File: config.mk
export PLATFORM = sky130hd
export DESIGN_NAME = spi_host
export DESIGN_NICKNAME = d
export VERILOG_FILES = /design/src/rtl/tt6581_pkg.sv /design/src/rtl/spi_clk_gen.sv /design/src/rtl/spi_host.sv
export SDC_FILE = /design/constraint.sdc
export NUM_CORES = 1
export LEC_CHECK = 0
export ABC_AREA = 1
export CORE_UTILIZATION = 40
export CTS_CLUSTER_DIAMETER = 100
export DETAILED_ROUTE_END_ITERATION = 8
export MAX_ROUTING_LAYER = met4
export PLACE_DENSITY = 0.7
export SLEW_MARGIN = 20
export SYNTH_ARGS = -nofsm -noshare
export SYNTH_HDL_FRONTEND = slang
export SYNTH_SLANG_ARGS = --single-unit
File: constraint.sdc
create_clock -name clk_i -period 1.34 [get_ports clk_i]
set_input_delay 0.134 -clock clk_i [delete_from_list [all_inputs] [get_ports clk_i]]
set_output_delay 0.134 -clock clk_i [all_outputs]
set_load 0.03 [all_outputs]
File: src/rtl/tt6581_pkg.sv
// Shared TT6581 SPI register-port constants and the spi_host FSM state type.
package tt6581_pkg;

  localparam int SPI_FRAME_W = 16;
  localparam int SPI_ADDR_W  = 7;
  localparam int SPI_DATA_W  = 8;
  localparam int SPI_WE_BIT  = 15;

  typedef enum logic [2:0] {
    IDLE,
    SETUP,
    SHIFT,
    HOLD,
    GAP
  } spi_host_state_e;

endpackage

File: src/rtl/spi_clk_gen.sv
// SCLK generator for spi_host: half-period counter, SCLK toggle, edge strobes.
module spi_clk_gen #(
  parameter int CLK_DIV = 4
) (
  input  logic clk_i,
  input  logic rst_ni,
  input  logic en_i,
  output logic sclk_o,
  output logic rise_o,
  output logic fall_o
);

  localparam int CW = (CLK_DIV > 1) ? $clog2(CLK_DIV) : 1;

  logic [CW-1:0] r_cnt;
  logic          r_sclk;
  logic          w_tick;

  assign w_tick = en_i && (r_cnt == CW'(CLK_DIV - 1));

  // Strobes mark the system edge at which the registered SCLK toggles.
  assign rise_o = w_tick & ~r_sclk;
  assign fall_o = w_tick & r_sclk;
  assign sclk_o = r_sclk;

  always_ff @(posedge clk_i or negedge rst_ni) begin
    if (!rst_ni) begin
      r_cnt  <= '0;
      r_sclk <= 1'b0;
    end else if (!en_i) begin
      r_cnt  <= '0;
      r_sclk <= 1'b0;
    end else if (w_tick) begin
      r_cnt  <= '0;
      r_sclk <= ~r_sclk;
    end else begin
      r_cnt <= r_cnt + 1'b1;
    end
  end

endmodule

File: src/rtl/spi_host.sv
// Mode-0 SPI master issuing 16-bit {we, addr, data} frames to the TT6581 register port.
// Readback of miso_i into rdata_o is present only when SPI_HOST_READBACK_EN is defined.
module spi_host
  import tt6581_pkg::*;
#(
  parameter int CLK_DIV = 4
) (
  input  logic                  clk_i,
  input  logic                  rst_ni,
  input  logic                  start_i,
  input  logic                  we_i,
  input  logic [SPI_ADDR_W-1:0] addr_i,
  input  logic [SPI_DATA_W-1:0] wdata_i,
  output logic                  ready_o,
  output logic                  done_o,
  output logic [SPI_DATA_W-1:0] rdata_o,
  output logic                  sclk_o,
  output logic                  cs_o,
  output logic                  mosi_o,
  input  logic                  miso_i
);

  localparam int CW = (CLK_DIV > 1) ? $clog2(CLK_DIV) : 1;

  spi_host_state_e        r_state;
  logic [CW-1:0]          r_cnt;
  logic [3:0]             r_bit;
  logic [SPI_FRAME_W-1:0] r_sr;
  logic                   r_we;
  logic                   r_ready;
  logic                   r_done;
  logic                   r_cs;
  logic                   w_rise;
  logic                   w_fall;
  logic                   w_phase_end;

  assign w_phase_end = (r_cnt == CW'(CLK_DIV - 1));

  spi_clk_gen #(
    .CLK_DIV (CLK_DIV)
  ) u_clk_gen (
    .clk_i  (clk_i),
    .rst_ni (rst_ni),
    .en_i   (r_state == SHIFT),
    .sclk_o (sclk_o),
    .rise_o (w_rise),
    .fall_o (w_fall)
  );

  // MOSI is the shift register MSB; the register is zero whenever the line must idle low.
  assign mosi_o  = r_sr[SPI_WE_BIT];
  assign ready_o = r_ready;
  assign done_o  = r_done;
  assign cs_o    = r_cs;

  always_ff @(posedge clk_i or negedge rst_ni) begin
    if (!rst_ni) begin
      r_state <= IDLE;
      r_cnt   <= '0;
      r_bit   <= '0;
      r_sr    <= '0;
      r_we    <= 1'b0;
      r_ready <= 1'b1;
      r_done  <= 1'b0;
      r_cs    <= 1'b1;
    end else begin
      r_done <= 1'b0;
      case (r_state)
        IDLE: begin
          r_cnt <= '0;
          r_bit <= '0;
          if (start_i) begin
            r_sr    <= {we_i, addr_i, (we_i ? wdata_i : {SPI_DATA_W{1'b0}})};
            r_we    <= we_i;
            r_cs    <= 1'b0;
            r_ready <= 1'b0;
            r_state <= SETUP;
          end
        end
        SETUP: begin
          if (w_phase_end) begin
            r_cnt   <= '0;
            r_state <= SHIFT;
          end else begin
            r_cnt <= r_cnt + 1'b1;
          end
        end
        SHIFT: begin
          if (w_fall) begin
            if (r_bit == 4'd15) begin
              r_state <= HOLD;
            end else begin
              r_bit <= r_bit + 1'b1;
              r_sr  <= {r_sr[SPI_FRAME_W-2:0], 1'b0};
            end
          end
        end
        HOLD: begin
          if (w_phase_end) begin
            r_cnt   <= '0;
            r_cs    <= 1'b1;
            r_sr    <= '0;
            r_state <= GAP;
          end else begin
            r_cnt <= r_cnt + 1'b1;
          end
        end
        GAP: begin
          if (w_phase_end) begin
            r_cnt   <= '0;
            r_ready <= 1'b1;
            r_done  <= 1'b1;
            r_state <= IDLE;
          end else begin
            r_cnt <= r_cnt + 1'b1;
          end
        end
        default: begin
          r_state <= IDLE;
        end
      endcase
    end
  end

`ifdef SPI_HOST_READBACK_EN
  logic [SPI_DATA_W-1:0] r_rx;
  logic [SPI_DATA_W-1:0] r_rdata;

  // Bits 8..15 of the frame carry the register value from the slave.
  always_ff @(posedge clk_i or negedge rst_ni) begin
    if (!rst_ni) begin
      r_rx    <= '0;
      r_rdata <= '0;
    end else begin
      if ((r_state == SHIFT) && w_rise && r_bit[3]) begin
        r_rx <= {r_rx[SPI_DATA_W-2:0], miso_i};
      end
      if ((r_state == GAP) && w_phase_end && !r_we) begin
        r_rdata <= r_rx;
      end
    end
  end

  assign rdata_o = r_rdata;
`else
  logic w_unused_rb;

  assign w_unused_rb = ^{miso_i, r_we, w_rise};
  assign rdata_o     = '0;
`endif

endmodule

---- Word-level counts from Yosys, hierarchy flattened ----
Index checks and enable logic that the tools add are counted.
Widths: inputs -> output; s select.
cells by class
  add/sub/neg operators ................... 3
  $mul .................................... 0
  divide/modulo/power cells ............... 0
  order comparisons ....................... 0
  equality and inequality tests ........... 15
  shifts and indexed selects .............. 0
  multiplexer cells ....................... 28
  bitwise logic cells ..................... 2
  reductions and logical operators ........ 13
operators by type and width
  kind                 count
  $mux 16              4
  $pmux 16 s3          1
  $mux 3               6
  $ne 2x2->1 const B   8
  $pmux 3 s5           1
  $reduce_and 3->1     3
  $mux 4               2
  $mux 8               1
  $pmux 4 s2           1
  $reduce_bool 2->1    4
  $eq 3x2->1 const B   2
  $mux 1               6
  $mux 2               3
  $reduce_and 6->1     1
  $reduce_and 5->1     1
  $add 2x1->2 const B  2
  $add 4x1->4 const B  1
  $eq 2x2->1 const B   2
  $eq 4x4->1 const B   1
  $pmux 1 s2           2
  $pmux 2 s2           1
  $eq 3x1->1 const B   1
  $eq 3x3->1 const B   1
  $logic_not 3->1      1
  5 further kinds      5
word-level totals
  flip-flop bits (word level) ............. 31
  bits in latches ......................... 0
  memory bits (writable) .................. 0
  bits in read-only memories .............. 0
  input bits .............................. 20
  logic and storage cells ................. 70
  memories kept ........................... 0

---- Logic depth before layout (Yosys ltp) ----
  depth in word-level cells ............... 5
  gate-level depth with buffers ........... 9
  mapped depth without buffers ............ 8

---- By module ----
From an unflattened synthesis, not the netlist that was laid out.
unflattened totals
  cells, all modules ...................... 240
  area total of the unflattened synthesis .. 1,765.4 um2
modules (own cells, without submodules)
  module       times used  cells each  area each (um2)
  spi_host     1           224         1,630.3
  spi_clk_gen  1           16          135.1

---- Least setup slack after synthesis ----
Ideal clock, no wire load.
  path type ............................... register to register
  from .................................... register r_bit[0]
  to ...................................... register r_sr[15]
  library setup time ...................... 0.118 ns
  arrival ................................. 1.331 ns
  setup slack ............................. -0.109 ns
  stages on the path, launching flop included .. 9
  clock period less this slack ............ 1.449 ns
  cell sequence ........................... dfrtp_1 -> ha_1 -> nand3_1 -> inv_1 -> o21ai_2 -> nand3_2 -> buf_2 -> nand2_1 -> nand2_1
on the way
  word-level cells in the longest chain between the ends .. 3
ends and longest elaborated chain
  item                               line            RTL
  start: declaration                 spi_host.sv:27  logic [3:0] r_bit;
  start signal: assignment           spi_host.sv:93  r_bit <= r_bit + 1'b1;
  $eq 4x4->1                         spi_host.sv:90  if (r_bit == 4'd15) begin
  $ne 2x2->1 (no source line)        -
  $reduce_and 5->1 (no source line)  -
  end signal: assignment             spi_host.sv:73  r_sr <= {we_i, addr_i, (we_i ? wdata_i : {SPI_DATA_W{1'b0}})};
  end signal: assignment             spi_host.sv:94  r_sr <= {r_sr[SPI_FRAME_W-2:0], 1'b0};
  end: declaration                   spi_host.sv:28  logic [SPI_FRAME_W-1:0] r_sr;
No other way between the ends.
A chain may end at the register's enable or synchronous reset.

---- Worst setup path in the final report ----
  from .................................... register u_clk_gen.r_cnt[0]
  to ...................................... register r_sr[12]
on the way
  word-level cells in the longest chain between the ends .. 5
ends and longest elaborated chain
  item                               line               RTL
  start: declaration                 spi_clk_gen.sv:15  logic [CW-1:0] r_cnt;
  start signal: assignment           spi_clk_gen.sv:37  r_cnt <= r_cnt + 1'b1;
  $eq 2x2->1                         spi_clk_gen.sv:19  assign w_tick = en_i && (r_cnt == CW'(CLK_DIV - 1));
  $logic_and 1x1->1                  spi_clk_gen.sv:19
  $and 1x1->1                        spi_clk_gen.sv:23  assign fall_o = w_tick & r_sclk;
  $ne 2x2->1 (no source line)        -
  $reduce_and 5->1 (no source line)  -
No other way between the ends.

==> impl_metrics.prom <==
# TYPE chip_impl_metric gauge
chip_impl_metric{name="critPathMaxStageDelay",unit="ns"} 0.39
chip_impl_metric{name="finalCoreUtilization",unit=""} 0.594
chip_impl_metric{name="setup_total_neg_slack",unit="ns"} -0.367
chip_impl_metric{name="die_wd",unit="µm"} 66.8
chip_impl_metric{name="timing.critical_path.required",unit="ns"} 1.52
chip_impl_metric{name="synthesized_flop_and_latch_total",unit=""} 31
chip_impl_metric{name="setup_viol",unit=""} 17
chip_impl_metric{name="maxSlewViolCount",unit=""} 0
chip_impl_metric{name="count_of_buffers_from_port_buffering",unit=""} 23
chip_impl_metric{name="areaGrowthSynthToFinish",unit="%"} 42.5
chip_impl_metric{name="period_share",unit=""} 1.03
chip_impl_info{name="crit_path_category",value="reg2reg"} 1
chip_impl_info{name="cp_common_cell",value="sky130_fd_sc_hd__nand2_1"} 1
chip_impl_metric{name="instances_no_fill",unit=""} 333
chip_impl_metric{name="clock_latency",unit="ns"} 0.29
chip_impl_metric{name="first_iter_violations",unit=""} 135
chip_impl_metric{name="number_of_buffer_and_inverter_instances_along_the_worst_setup_path",unit=""} 1
chip_impl_metric{name="synthesis.yosys.warnings",unit=""} 0
chip_impl_metric{name="fin_nets",unit=""} 305
chip_impl_metric{name="timing.max_cap.violations",unit=""} 0
chip_impl_metric{name="syn_area",unit="mm²"} 0.00168
chip_impl_metric{name="post_route_cells_drive_above_1_share",unit=""} 0.272
chip_impl_metric{name="grt_first_pass_wirelength",unit="µm"} 6270
chip_impl_info{name="worst_path_dominant_cell_family",value="simple AND/OR/NAND/NOR gates"} 1
chip_impl_metric{name="vias_in_the_first_global_route",unit=""} 1517
chip_impl_metric{name="place_hpwl",unit="µm"} 2420
chip_impl_metric{name="design.portCount",unit=""} 33
chip_impl_metric{name="clock_tree.htree_level_count",unit=""} 2
chip_impl_metric{name="clock_transition_at_path_regs",unit="ns"} 0.07
chip_impl_metric{name="routed_via_density",unit=""} 4.75
chip_impl_metric{name="total_congestion_overflow",unit=""} 0
chip_impl_metric{name="avgRoutedWirePerCell",unit="µm"} 11.9
chip_impl_metric{name="timing.critical_path.arrival",unit="ns"} 1.56
chip_impl_metric{name="final-seq-area",unit="µm²"} 781
chip_impl_metric{name="fin_hold_ws",unit="ns"} 0.198
chip_impl_metric{name="drt.antenna.violating_nets",unit=""} 0
chip_impl_info{name="path_cells",value="ha_1 -> nand2_2 -> nand2_1 -> nand2_2 -> nor2_4 -> clkbuf_16 -> nand2_1 -> nand2_1"} 1
chip_impl_metric{name="powerDensity",unit="mW/mm²"} 2270
chip_impl_info{name="clock-root-buffer",value="sky130_fd_sc_hd__clkbuf_8"} 1
chip_impl_metric{name="p_leak",unit="µW"} 0.00127
chip_impl_metric{name="fillCellCount",unit=""} 365
chip_impl_metric{name="post-route-min-period",unit="ns"} 1.38
chip_impl_info{name="grt_setup_unrepaired",value="true"} 1
chip_impl_metric{name="synth_cell_types",unit=""} 24
chip_impl_metric{name="netlist_instances",unit=""} 229
chip_impl_metric{name="synthesis.area_per_instance",unit="µm²"} 7.33
chip_impl_metric{name="largest_driver_fanout_on_the_critical_path",unit=""} 8
chip_impl_metric{name="clock_tree.buffer_depth",unit=""} 2
chip_impl_metric{name="antenna-diode-count",unit=""} 0
chip_impl_metric{name="start_util",unit=""} 0.417
chip_impl_metric{name="multiInputGateArea",unit="µm²"} 903
chip_impl_metric{name="core",unit="mm²"} 0.00403
chip_impl_info{name="cp-end-kind",value="flop"} 1
chip_impl_info{name="worstSetupStartpointType",value="flop"} 1
chip_impl_info{name="violations",value="setup timing"} 1
chip_impl_metric{name="clock.fmax",unit="GHz"} 0.725
chip_impl_metric{name="detailedPlace.worstSlack",unit="ns"} -0.0472
chip_impl_metric{name="detailroute.via_count",unit=""} 1582
chip_impl_metric{name="final.setup.worst_slack",unit="ns"} -0.0392
chip_impl_metric{name="antenna_violations_before_repair",unit=""} 0
chip_impl_metric{name="grt_max_degree",unit=""} 32
chip_impl_metric{name="drc_errors",unit=""} 0
chip_impl_metric{name="die_height",unit="µm"} 66.8
chip_impl_metric{name="drt_first_pass_iters",unit=""} 4
chip_impl_metric{name="vdd_ir_drop_max",unit="mV"} 0.851
chip_impl_metric{name="timing_hold_violations_final",unit=""} 0
chip_impl_metric{name="cts_sinks",unit=""} 31
chip_impl_metric{name="synth-seq-area-share",unit=""} 0.463
chip_impl_metric{name="design.die.area",unit="mm²"} 0.00446
chip_impl_metric{name="dpl.cell_count",unit=""} 315
chip_impl_info{name="outcome",value="finished, violations left"} 1
chip_impl_metric{name="rows",unit=""} 23
chip_impl_info{name="cts_tree",value="yes"} 1
chip_impl_metric{name="finalWeightedCongestion",unit=""} 0.808
chip_impl_info{name="crit_path_top_delay_cell",value="sky130_fd_sc_hd__dfrtp_1"} 1
chip_impl_metric{name="clock-skew-final",unit="ns"} 0.00814
chip_impl_metric{name="cts_inserted_buffers",unit=""} 5
chip_impl_metric{name="grt_util_all_layers",unit=""} 0.195
chip_impl_info{name="worst_hold_class",value="in2async"} 1
chip_impl_metric{name="detail_route.wirelength",unit="µm"} 3960
## worst register-to-register path: cells and delay by family (launching register included)
| kind | cells | cell delay (ns) |
|---|---|---|
| AND/OR/NAND/NOR | 6 | 0.50 |
| buffers and inverters | 1 | 0.15 |
| flip-flops | 1 | 0.39 |
| adder cells (fa/ha/maj) | 1 | 0.23 |
## per-layer routing
layer	up-vias	part of all wire	global-route usage	routed length (µm)
met4	0	0.035	0.117	140
met2	35	0.49	0.318	1940
met1	724	0.44	0.217	1740
met5	-	0	-	0
met3	13	0.035	0.0411	140
li1	810	-	-	-
## Yosys cell counts, drive strengths merged
master  count  share of area
nand2     123           0.28
dfrtp      29           0.43
nand3      17          0.054
buf        14          0.060
nor2       12          0.037
inv        11          0.025
o21ai      11          0.035
ha          3          0.022
dfstp       2          0.031
nand4       2         0.0075
clkbuf      1         0.0022
conb        1         0.0022
nor3        1         0.0030
or2         1         0.0037
xor2        1         0.0052
## sequential cells by signal (all words and copies together) (netlist names)
name and count:
r_bit 4, done_o 1, r_cnt 2, r_sr 16, u_clk_gen.sclk_o 1, ready_o 1
u_clk_gen.r_cnt 2, cs_o 1, r_state 3
## path summary, 6_finish.rpt
path                                 endpoint  slack [ns]          startpoint  cells after the start
setup / recovery                     r_sr[12]       -0.04  u_clk_gen.r_cnt[0]                      8
max in group asynchronous             ready_o        0.89              rst_ni                      2
setup reg to reg                     r_sr[12]       -0.04  u_clk_gen.r_cnt[0]                      8
hold / removal                        r_sr[9]        0.20              rst_ni                      2
hold reg to reg            u_clk_gen.r_cnt[0]        0.45  u_clk_gen.r_cnt[0]                      1
min in group clk_i         u_clk_gen.r_cnt[0]        0.45  u_clk_gen.r_cnt[0]                      1
## what timing repair did
item | CTS | global route
hold buffers | 0 | 0
pin swaps | 5 | 12
cloned | 1 | 1
gates resized for setup | 11 | 27
setup endpoints to repair | 25 | 23
setup buffers | 7 | 2
## placed cells by master (no fill, tap or decap), types with 2 or more instances in the layout
cell,instances
sky130_fd_sc_hd__nand2_1,111
sky130_fd_sc_hd__dlygate4sd2_1,3
sky130_fd_sc_hd__nand3_4,2
sky130_fd_sc_hd__nand4_1,2
sky130_fd_sc_hd__dfrtp_2,2
sky130_fd_sc_hd__nand3_2,5
sky130_fd_sc_hd__o21ai_0,5
sky130_fd_sc_hd__buf_6,6
sky130_fd_sc_hd__o21ai_4,2
sky130_fd_sc_hd__inv_2,3
sky130_fd_sc_hd__clkbuf_8,5
sky130_fd_sc_hd__buf_4,22
sky130_fd_sc_hd__nor2_1,6
sky130_fd_sc_hd__ha_1,2
sky130_fd_sc_hd__o21ai_2,3
sky130_fd_sc_hd__conb_1,8
sky130_fd_sc_hd__nor2_2,3
sky130_fd_sc_hd__inv_1,8
sky130_fd_sc_hd__nor2_4,3
sky130_fd_sc_hd__dfrtp_1,27
sky130_fd_sc_hd__buf_12,3
sky130_fd_sc_hd__dfstp_2,2
sky130_fd_sc_hd__clkdlybuf4s50_1,18
sky130_fd_sc_hd__clkbuf_1,2
sky130_fd_sc_hd__nand2_2,11
sky130_fd_sc_hd__nand3_1,11
## area by class of cell
cell class,count,share of cell area
Clock buffer,7,0.0319
Clock inverter,1,0.00209
Inverter,11,0.0173
Multi-Input combinational cell,180,0.377
Sequential cell,31,0.326
Tap cell,50,0.0261
Timing Repair Buffer,53,0.219
## cell families (layout without fill, tap and decap cells)
group                      after synthesis  in the layout  share of synthesized area
buffers and inverters                   26             72                     0.0872
and+or+nand+nor                        156            157                      0.385
xor gates and xnor gates                 1              1                    0.00522
adders and majority gates                3              3                     0.0224
AOI/OAI and AO/OA                       11             11                     0.0350
other                                    1              8                    0.00223
DFF                                     31             31                      0.463
## power by group
part           internal [µW]  total (µW)  switching (µW)
sequential              1280        1510             228
combinational           1460        3220            1750
clock                    364         711             348
total                   3110        5440            2330
## metrics by stage
step | cell area, µm² | power, µW
after floorplan | 1730 | 3190
after global placement | 2110 | 3960
after detailed placement | 2110 | 4020
after CTS | 2270 | 5010
after global routing | 2390 | 5890
final | 2390 | 5440
Power figures use the tool's default switching activity.
